**src/rtl/uart_pkg.sv**
```systemverilog
// Shared encodings and constants for the 8N1 UART receiver.
package uart_pkg;

  typedef enum logic [2:0] {
    StIdle  = 3'd0,
    StStart = 3'd1,
    StData  = 3'd2,
    StStop  = 3'd3,
    StBreak = 3'd4
  } rx_state_e;

  localparam int unsigned OVERSAMPLE  = 16;
  localparam int unsigned SampleW     = $clog2(OVERSAMPLE);
  localparam int unsigned DATA_BITS   = 8;
  localparam logic [SampleW-1:0] MID_SAMPLE  = SampleW'(OVERSAMPLE / 2 - 1);
  localparam logic [SampleW-1:0] LAST_SAMPLE = SampleW'(OVERSAMPLE - 1);

endpackage

```
**src/rtl/uart_baud_tick.sv**
```systemverilog
// Free-running oversample tick: one-cycle pulse every BAUD_DIV clocks.
module uart_baud_tick #(
  parameter int unsigned BAUD_DIV = 27
) (
  input  logic clk,
  input  logic reset,
  output logic tick
);

  localparam int unsigned CntW = $clog2(BAUD_DIV);
  localparam logic [CntW-1:0] CntMax = CntW'(BAUD_DIV - 1);

  logic [CntW-1:0] cnt_q, cnt_d;

  assign tick = (cnt_q == CntMax);

  always_comb begin
    cnt_d = tick ? '0 : cnt_q + 1'b1;
  end

  always_ff @(posedge clk) begin
    if (!reset) begin
      cnt_q <= '0;
    end else begin
      cnt_q <= cnt_d;
    end
  end

endmodule

```
**src/rtl/uart_rx_byte.sv**
```systemverilog
// 8N1 UART receiver, 16x oversampled, centre sampling, sticky frame error with
// line-break lockout.
module uart_rx_byte
  import uart_pkg::*;
#(
  parameter int unsigned BAUD_DIV = 27
) (
  input  logic                 clk,
  input  logic                 reset,
  input  logic                 Rx_D,
  output logic [DATA_BITS-1:0] Rx_DATA,
  output logic                 Rx_VALID,
  output logic                 Rx_FERROR,
  output logic                 Rx_BUSY
);

  logic tick;

  uart_baud_tick #(
    .BAUD_DIV(BAUD_DIV)
  ) u_baud_tick (
    .clk  (clk),
    .reset(reset),
    .tick (tick)
  );

  logic                 rx_meta_q, rx_s_q;
  rx_state_e            state_q, state_d;
  logic [SampleW-1:0]   sample_cnt_q, sample_cnt_d;
  logic [2:0]           bit_cnt_q, bit_cnt_d;
  logic [DATA_BITS-1:0] shift_q, shift_d;
  logic [DATA_BITS-1:0] data_q, data_d;
  logic                 valid_q, valid_d;
  logic                 ferror_q, ferror_d;
  logic                 busy_q, busy_d;

  always_comb begin
    state_d      = state_q;
    sample_cnt_d = tick ? sample_cnt_q + 1'b1 : sample_cnt_q;
    bit_cnt_d    = bit_cnt_q;
    shift_d      = shift_q;
    data_d       = data_q;
    valid_d      = 1'b0;
    ferror_d     = ferror_q;

    case (state_q)
      StIdle: begin
        if (!rx_s_q) state_d = StStart;
      end
      StStart: begin
        if (tick && sample_cnt_q == MID_SAMPLE) begin
          if (rx_s_q) begin
            state_d = StIdle;
          end else begin
            state_d   = StData;
            bit_cnt_d = '0;
          end
        end
      end
      StData: begin
        if (tick && sample_cnt_q == LAST_SAMPLE) begin
          shift_d[bit_cnt_q] = rx_s_q;
          bit_cnt_d          = bit_cnt_q + 3'd1;
          if (bit_cnt_q == 3'd7) state_d = StStop;
        end
      end
      StStop: begin
        if (tick && sample_cnt_q == LAST_SAMPLE) begin
          if (rx_s_q) begin
            data_d   = shift_q;
            valid_d  = 1'b1;
            ferror_d = 1'b0;
            state_d  = StIdle;
          end else begin
            ferror_d = 1'b1;
            state_d  = StBreak;
          end
        end
      end
      // A held-low line must return high before a new start bit can arm.
      StBreak: begin
        if (rx_s_q) state_d = StIdle;
      end
      default: state_d = StIdle;
    endcase

    if (state_d != state_q) sample_cnt_d = '0;
    busy_d = (state_d != StIdle);
  end

  always_ff @(posedge clk) begin
    if (!reset) begin
      rx_meta_q    <= 1'b1;
      rx_s_q       <= 1'b1;
      state_q      <= StIdle;
      sample_cnt_q <= '0;
      bit_cnt_q    <= '0;
      shift_q      <= '0;
      data_q       <= '0;
      valid_q      <= 1'b0;
      ferror_q     <= 1'b0;
      busy_q       <= 1'b0;
    end else begin
      rx_meta_q    <= Rx_D;
      rx_s_q       <= rx_meta_q;
      state_q      <= state_d;
      sample_cnt_q <= sample_cnt_d;
      bit_cnt_q    <= bit_cnt_d;
      shift_q      <= shift_d;
      data_q       <= data_d;
      valid_q      <= valid_d;
      ferror_q     <= ferror_d;
      busy_q       <= busy_d;
    end
  end

  assign Rx_DATA   = data_q;
  assign Rx_VALID  = valid_q;
  assign Rx_FERROR = ferror_q;
  assign Rx_BUSY   = busy_q;

endmodule

```
**config.mk**
```make
export PLATFORM = sky130hd
export DESIGN_NAME = uart_rx_byte
export DESIGN_NICKNAME = d
export VERILOG_FILES = /design/src/rtl/uart_pkg.sv /design/src/rtl/uart_baud_tick.sv /design/src/rtl/uart_rx_byte.sv
export SDC_FILE = /design/constraint.sdc
export NUM_CORES = 1
export LEC_CHECK = 0
export ABC_AREA = 1
export BUFFER_PORTS_ARGS = -buffer_cell sky130_fd_sc_hd__buf_2
export CORE_MARGIN = 1
export CORE_UTILIZATION = 29
export CTS_CLUSTER_SIZE = 25
export DETAILED_ROUTE_END_ITERATION = 8
export SYNTH_ARGS = -nofsm -noshare
export SYNTH_HDL_FRONTEND = slang
export SYNTH_SLANG_ARGS = --single-unit
```
**constraint.sdc**
```tcl
create_clock -name clk -period 1.9 [get_ports clk]
set_input_delay 0.285 -clock clk [delete_from_list [all_inputs] [get_ports clk]]
set_output_delay 0.285 -clock clk [all_outputs]
set_load 0.02 [all_outputs]
```
==> results.json, run 1 <==
{
  "timing.fmax_ghz": 0.6422,
  "syn_area_per_cell_um2": 7.870,
  "power.density_nw_per_um2": 707.5,
  "num_rows": 26,
  "cap_violations": 0,
  "holdBufCountCts": 0,
  "postRouteAntennaNets": 0,
  "setup_slack_ns": 0.3429,
  "syn-num-nets": 215,
  "synth.yosys.warnings": 0,
  "grt_setup_unrepaired": "false",
  "grt_max_degree": 19,
  "htreeDepth": 2,
  "nNetsFinal": 234,
  "cts_tree": "built",
  "antenna_cells": 0,
  "leakagePower_uw": 0.0008545,
  "numPortBuffers": 13,
  "path_cells": "inv_1 > ha_1 > nand2_2 > nor2_8 > nand2_4 > inv_4 > nand2_4 > inv_1 > o21ai_0 > nand2_1 > nand2_1 > nand2_1",
  "cts_resized": 0,
  "path_clk_slew_ns": 0.06,
  "die_w_um": 76.95,
  "critPathKind": "reg2reg",
  "grtUsageTotal_pct": 11.58,
  "pre_cts_slack_ns": 0.3519,
  "power.total_uw": 1316,
  "grt_first_pass_wirelength_mm": 5.313,
  "finalCritPeriodShare_pct": 81.95,
  "netlist_area_um2": 1629,
  "place.gp.congestion": 0.7752,
  "vias": 1294,
  "firstDrtPassIters": 4,
  "coreArea_um2": 5270,
  "yosysUniqueCellTypes": 28,
  "dp_hpwl_mm": 2.201,
  "die-area_um2": 5921,
  "cts_sinks": 36,
  "synth_ff_type": "dfxtp_1",
  "final_core_util_pct": 35.30,
  "hold_violations": 0,
  "finalSetupViolations": 0,
  "clockBufferDepth": 2,
  "postPlaceCellArea_um2": 1783,
  "tns_ns": 0,
  "syn_to_final_growth_pct": 14.21,
  "max_slew.worst_pin.slew_ns": 0.2902,
  "grt_pass1_vias": 1193,
  "synth_cells": 207,
  "ys_seq_elements": 36,
  "fin_skew_ns": 0.005263,
  "hold_class": "in2reg",
  "relSlewSlack_pct": 80.63,
  "final_cell_mix": "dfxtp_1 (36), nand2_1 (32), inv_1 (23), nor2_1 (23), o21ai_1 (17)",
  "top_level_ports": 14,
  "routedWlPerCell_um": 9.848,
  "wl_mm": 2.915,
  "peakVddDrop_uv": 224.0,
  "drive_gt1_share_pct": 21.24,
  "worstSkewPairLatency_ns": 0.28,
  "cp-start-kind": "register",
  "fin_area_um2": 1861,
  "antenna_found_initial": 0,
  "postCtsSetupBuffers": 0,
  "cpPeakStageDelay_ns": 0.37,
  "synth_edf_count": 0,
  "drc": 0,
  "crit_top_cell": "nand2_1",
  "clockRootBuffer": "clkbuf_8",
  "crit_required_ns": 2.08,
  "async_flop_share_pct": 0,
  "drv_slew": 0,
  "ys_seq_area_share_pct": 44.24,
  "end_kind": "register",
  "die_y_um": 76.95,
  "start_util_pct": 30.91,
  "final_common_cell": "dfxtp_1",
  "grt_overflow": 0,
  "arrival_ns": 1.73,
  "drt-initial-drc-count": 51,
  "status": "complete, no violations",
  "cp_max_fo": 8,
  "vias_per_cell": 4.372,
  "finalCriticalPeriod_ns": 1.557,
  "worst_path_max_delay_cell": "dfxtp_1",
  "cts_buffers": 5
}
## area by class of cell
type	instances	area, µm²
tap	70	87.58
clock buffer	6	72.57
sequential	36	720.7
clock inverter	1	5.005
multi-input combinational	140	785.8
fill	559	3410
timing repair buffer	15	80.08
inverter	28	108.9
## stage by stage
stage,hold slack (ns),cells
after floorplan,0.3916,207
after global placement,0.3951,289
after detailed placement,0.4017,289
after CTS,0.1809,296
after global routing,0.1827,296
final,0.1896,296
## report_power, final
part	internal [µW]	total (µW)	switching [µW]
Combinational	17.4	50.4	33.0
Clock	249	494	245
Sequential	764	772	7.74
## logic make-up (layout without fill, tap and decap cells)
group	after synthesis	count (layout)	share of synthesized area (%)
AO/OA/AOI/OAI	28	28	9.294
XOR/XNOR	5	5	2.689
adder cells (fa/ha/maj)	5	5	3.840
buffers and inverters	31	50	7.526
flip-flops	36	36	44.24
AND/OR/NAND/NOR	102	102	32.41
## path summary, 6_finish.rpt
path                                   start              endpoint  slack [ns]  cells after the start
max          u_baud_tick.cnt_q[0]$_SDFF_PP0_    Rx_BUSY$_SDFF_PN0_        0.34                     12
min                                     Rx_D  rx_meta_q$_SDFF_PN1_        0.19                      2
max reg2reg  u_baud_tick.cnt_q[0]$_SDFF_PP0_    Rx_BUSY$_SDFF_PN0_        0.34                     12
min reg2reg             rx_meta_q$_SDFF_PN1_     rx_s_q$_SDFF_PN1_        0.41                      1
## state kept, by name, indices dropped and copies added (netlist names)
signal / cells
rx_s_q: 1
rx_meta_q: 1
shift_q: 8
Rx_BUSY: 1
state_q: 3
u_baud_tick.cnt_q: 5
Rx_FERROR: 1
bit_cnt_q: 3
Rx_VALID: 1
Rx_DATA: 8
sample_cnt_q: 4
## cell usage after synthesis, types with 5 or more instances
cell	number	share of area [%]
dfxtp_1	36	44
nand2_1	32	7.4
inv_1	23	5.3
nor2_1	23	5.3
o21ai_1	17	5.2
nor3_1	13	4.0
nand3_1	9	2.8
ha_1	5	3.8
nand2_2	5	1.9
nor2_2	5	1.9
## metal layers
metal / global-route usage [%] / share of wire (%) / up-vias
li1: - / - / 698
met5: 0 / 0 / -
met4: 6.346 / 2.4 / 0
met2: 17.23 / 44 / 13
met3: 4.405 / 3.5 / 6
met1: 14.26 / 50 / 577
## critical path, delay by kind of cell, from the launching register on
family | cells | cell delay (ns)
compound gates | 1 | 0.20
buf+inv | 3 | 0.14
simple gates | 7 | 0.54
fa+ha+maj | 1 | 0.20
flops | 1 | 0.37
Note: power is estimated with default switching activity, not from simulation.
==> run 2, diff against run 1 <==
--- a/config.mk
+++ b/config.mk
@@ -5,7 +5,7 @@
 export SDC_FILE = /design/constraint.sdc
 export NUM_CORES = 1
 export LEC_CHECK = 0
-export ABC_AREA = 1
+export ABC_AREA = 0
 export BUFFER_PORTS_ARGS = -buffer_cell sky130_fd_sc_hd__buf_2
 export CORE_MARGIN = 1
 export CORE_UTILIZATION = 29
==> constraint.sdc (replaced) <==
create_clock -name clk -period 1.2 [get_ports clk]
set_input_delay 0.18 -clock clk [delete_from_list [all_inputs] [get_ports clk]]
set_output_delay 0.18 -clock clk [all_outputs]
set_load 0.02 [all_outputs]
==> run 2 against run 1 <==
The run now ends with setup timing left. Combinational power grew to 2.8 times the previous value. Critical path type unchanged. Die area down 1.8%. Routed wire length grew 29%. Largest cell class unchanged. Critical endpoint is now shift_q[4]$_SDFFE_PN0P_.
==> results.json, run 2 <==
{
  "power.density_nw_per_um2": 1029,
  "grt_first_pass_wirelength_mm": 6.541,
  "finalCriticalPeriod_ns": 1.671,
  "postPlaceCellArea_um2": 2034,
  "synth.yosys.warnings": 0,
  "path_clk_slew_ns": 0.08,
  "synth_edf_count": 0,
  "p_clk_share_pct": 43.7,
  "routedWlPerCell_um": 13.12,
  "antenna_cells": 0,
  "vias": 1397,
  "timing.fmax_ghz": 0.5983,
  "max_slew.worst_pin.slew_ns": 0.3094,
  "grt_max_degree": 14,
  "finalCritPeriodShare_pct": 139.3,
  "cap_violations": 0,
  "hold_end": "rx_meta_q$_SDFF_PN1_",
  "coreArea_um2": 5205,
  "leakagePower_uw": 0.001005,
  "grt_setup_unrepaired": "true",
  "antenna_found_initial": 0,
  "hold_class": "in2reg",
  "r2r-end": "shift_q[4]$_SDFFE_PN0P_",
  "synth.top_cell.area_share_pct": 45.07,
  "synth_area_leaders": "dfxtp_1 (45%), a22o_1 (4.4%), mux2i_1 (4.4%), ha_1 (3.9%), nand2_1 (3.8%)",
  "num_rows": 26,
  "wl_mm": 3.753,
  "async_flop_share_pct": 0,
  "worstSkewPairLatency_ns": 0.29,
  "top_level_ports": 14,
  "yosysTopAreaCell": "dfxtp_1",
  "cp-start-kind": "register",
  "synth_cells": 167,
  "drv_slew": 0,
  "postRouteAntennaNets": 0,
  "status": "finished with violations",
  "path_buf_inv": 0,
  "vias_per_cell": 4.885,
  "final_cell_mix": "buf_4 (32), dfxtp_1 (28), nand2_1 (13), buf_2 (13), nor2_1 (10)",
  "yosysUniqueCellTypes": 44,
  "netlist_area_um2": 1599,
  "cts_tree": "built",
  "cts_buffers": 5,
  "hp-start": "Rx_D",
  "die_w_um": 76.26,
  "synth.most_common_cell": "dfxtp_1",
  "cellInternalPower_uw": 1891,
  "clockRootBuffer": "clkbuf_8",
  "relSlewSlack_pct": 79.25,
  "nNetsFinal": 223,
  "fin_skew_ns": 0.01233,
  "violations": "setup timing",
  "start_util_pct": 30.72,
  "switching_share_pct": 21.71,
  "numPortBuffers": 13,
  "ys_seq_area_share_pct": 45.07,
  "cp_max_fo": 6,
  "critPathKind": "reg2reg",
  "setup_slack_ns": -0.4714,
  "finalSetupViolations": 29,
  "htreeDepth": 2,
  "worst_path_max_delay_cell": "or4_4",
  "drt-initial-drc-count": 103,
  "share_comb_of_total_power_pct": 5.8,
  "hold_violations": 0,
  "clockBufferDepth": 2,
  "p_sw_uw": 524.5,
  "r2r_slack_ns": -0.47,
  "dp.cells": 272,
  "synth_ff_type": "dfxtp_1",
  "fin_area_um2": 2347,
  "fill_cells": 512,
  "power.total_uw": 2416,
  "dp_hpwl_mm": 2.459,
  "final_common_cell": "buf_4",
  "worstSetupPathDepth": 4,
  "syn-num-nets": 175,
  "final_cells": 286,
  "grt_pass1_vias": 1429,
  "firstDrtPassIters": 4,
  "arrival_ns": 1.83,
  "grtUsageTotal_pct": 14.05,
  "crit_family": "simple AND/OR/NAND/NOR gates",
  "syn_area_per_cell_um2": 9.575,
  "p_seq_share_pct": 50.5,
  "die_y_um": 76.26,
  "regToRegStartpoint": "state_q[2]$_SDFF_PN0_",
  "peakVddDrop_uv": 566.5,
  "reg2reg_depth": 4,
  "netlist_top_cells_count": "dfxtp_1 (36), nand2_1 (16), nor2_1 (11)",
  "crit_required_ns": 1.36,
  "drc": 0,
  "ys_seq_elements": 36,
  "cpPeakStageDelay_ns": 0.48,
  "holdBufCountCts": 0,
  "cts_sinks": 36,
  "syn_to_final_growth_pct": 46.79,
  "end_kind": "register",
  "place.gp.congestion": 0.7403,
  "die-area_um2": 5815,
  "grt_overflow": 0,
  "hold_depth": 2,
  "final_core_util_pct": 45.10,
  "drive_gt1_share_pct": 48.15,
  "path_cells": "or3b_4 > or4_4 > o311ai_2 > o41ai_1"
}
==> run 2: cell types whose count changed after synthesis, moves of 5 or more <==
cell,delta
nand2_1,-16
clkbuf_1,+9
a22o_1,+8
nand3_1,-5
o21ai_1,-17
mux2i_1,+7
nor2_1,-12
nand2_2,-5
inv_1,-19
nor2_2,-5
==> run 2: how the worst max path moves through the flow <==
stage                                    start                       to  slack [ns]
2_1_floorplan            state_q[1]$_SDFF_PN0_  shift_q[4]$_SDFFE_PN0P_       -0.59
3_3_place_gp   u_baud_tick.cnt_q[0]$_SDFF_PP0_  shift_q[4]$_SDFFE_PN0P_       -0.48
4_1_cts        u_baud_tick.cnt_q[0]$_SDFF_PP0_  shift_q[6]$_SDFFE_PN0P_       -0.50
6_report                 state_q[2]$_SDFF_PN0_  shift_q[4]$_SDFFE_PN0P_       -0.47
3_5_place_dp   u_baud_tick.cnt_q[0]$_SDFF_PP0_  shift_q[4]$_SDFFE_PN0P_       -0.52
5_1_grt        u_baud_tick.cnt_q[0]$_SDFF_PP0_  shift_q[5]$_SDFFE_PN0P_       -0.59
==> run 2: logic make-up (layout without fill, tap and decap cells) <==
family | after synthesis | after routing | synth area share, %
flip-flops | 36 | 36 | 45.07
multiplexers | 7 | 7 | 4.382
XOR/XNOR | 7 | 7 | 3.834
buffers and inverters | 17 | 65 | 4.929
AO/OA/AOI/OAI | 32 | 33 | 15.42
AND/OR/NAND/NOR | 63 | 63 | 22.46
adder cells (fa/ha/maj) | 5 | 5 | 3.912
==> run 2: routing by layer <==
metal | share of wire (%) | wire length, µm | up-vias | track usage (%)
met5 | 0 | 0 | - | 0
met4 | 1.2 | 46 | 0 | 6.731
met3 | 3.6 | 134 | 4 | 3.713
met2 | 48 | 1789 | 24 | 21.44
met1 | 48 | 1783 | 671 | 18.33
li1 | - | - | 698 | -
==> run 2: worst register-to-register path, stage by stage (launching register included) <==
cell and delay (ns):
dfxtp_1 0.32, or3b_4 0.41, or4_4 0.48, o311ai_2 0.23
o41ai_1 0.11
==> run 2: cell type report <==
cell class	instances	area (µm²)	area share (%)
clock buffers	6	72.57	3.092
clock inverters	2	35.03	1.493
inverters	4	15.01	0.6397
multi-input cells	115	1011	43.07
flip-flops and latches	36	730.7	31.13
well taps	70	87.58	3.731
repair buffers	53	395.4	16.84
==> run 2: metrics by stage <==
| stage | setup TNS, ns | setup WS [ns] | hold slack, ns |
|---|---|---|---|
| 2_1_floorplan | -8.594 | -0.5851 | 0.2815 |
| 3_3_place_gp | -10.40 | -0.4780 | 0.3659 |
| 3_5_place_dp | -10.88 | -0.5231 | 0.3691 |
| 4_1_cts | -11.17 | -0.5000 | 0.07251 |
| 5_1_grt | -14.02 | -0.5916 | 0.08182 |
| 6_report | -11.32 | -0.4714 | 0.07818 |
==> run 2: power by group through the flow <==
stage / Combinational, µW / Sequential, µW / Clock (µW)
after global placement: 124 / 1250 / 0
final: 140 / 1220 / 1060
after global routing: 156 / 1220 / 1120
after CTS: 136 / 1220 / 1080
after floorplan: 73.0 / 1250 / 0
after detailed placement: 127 / 1250 / 0
==> run 2: timing repair <==
item                       in CTS  in global routing
setup buffers                   1                  3
setup endpoints to repair      29                 34
resized for setup              29                  9
gates cloned                    2                  0
pin swaps                      21                 16
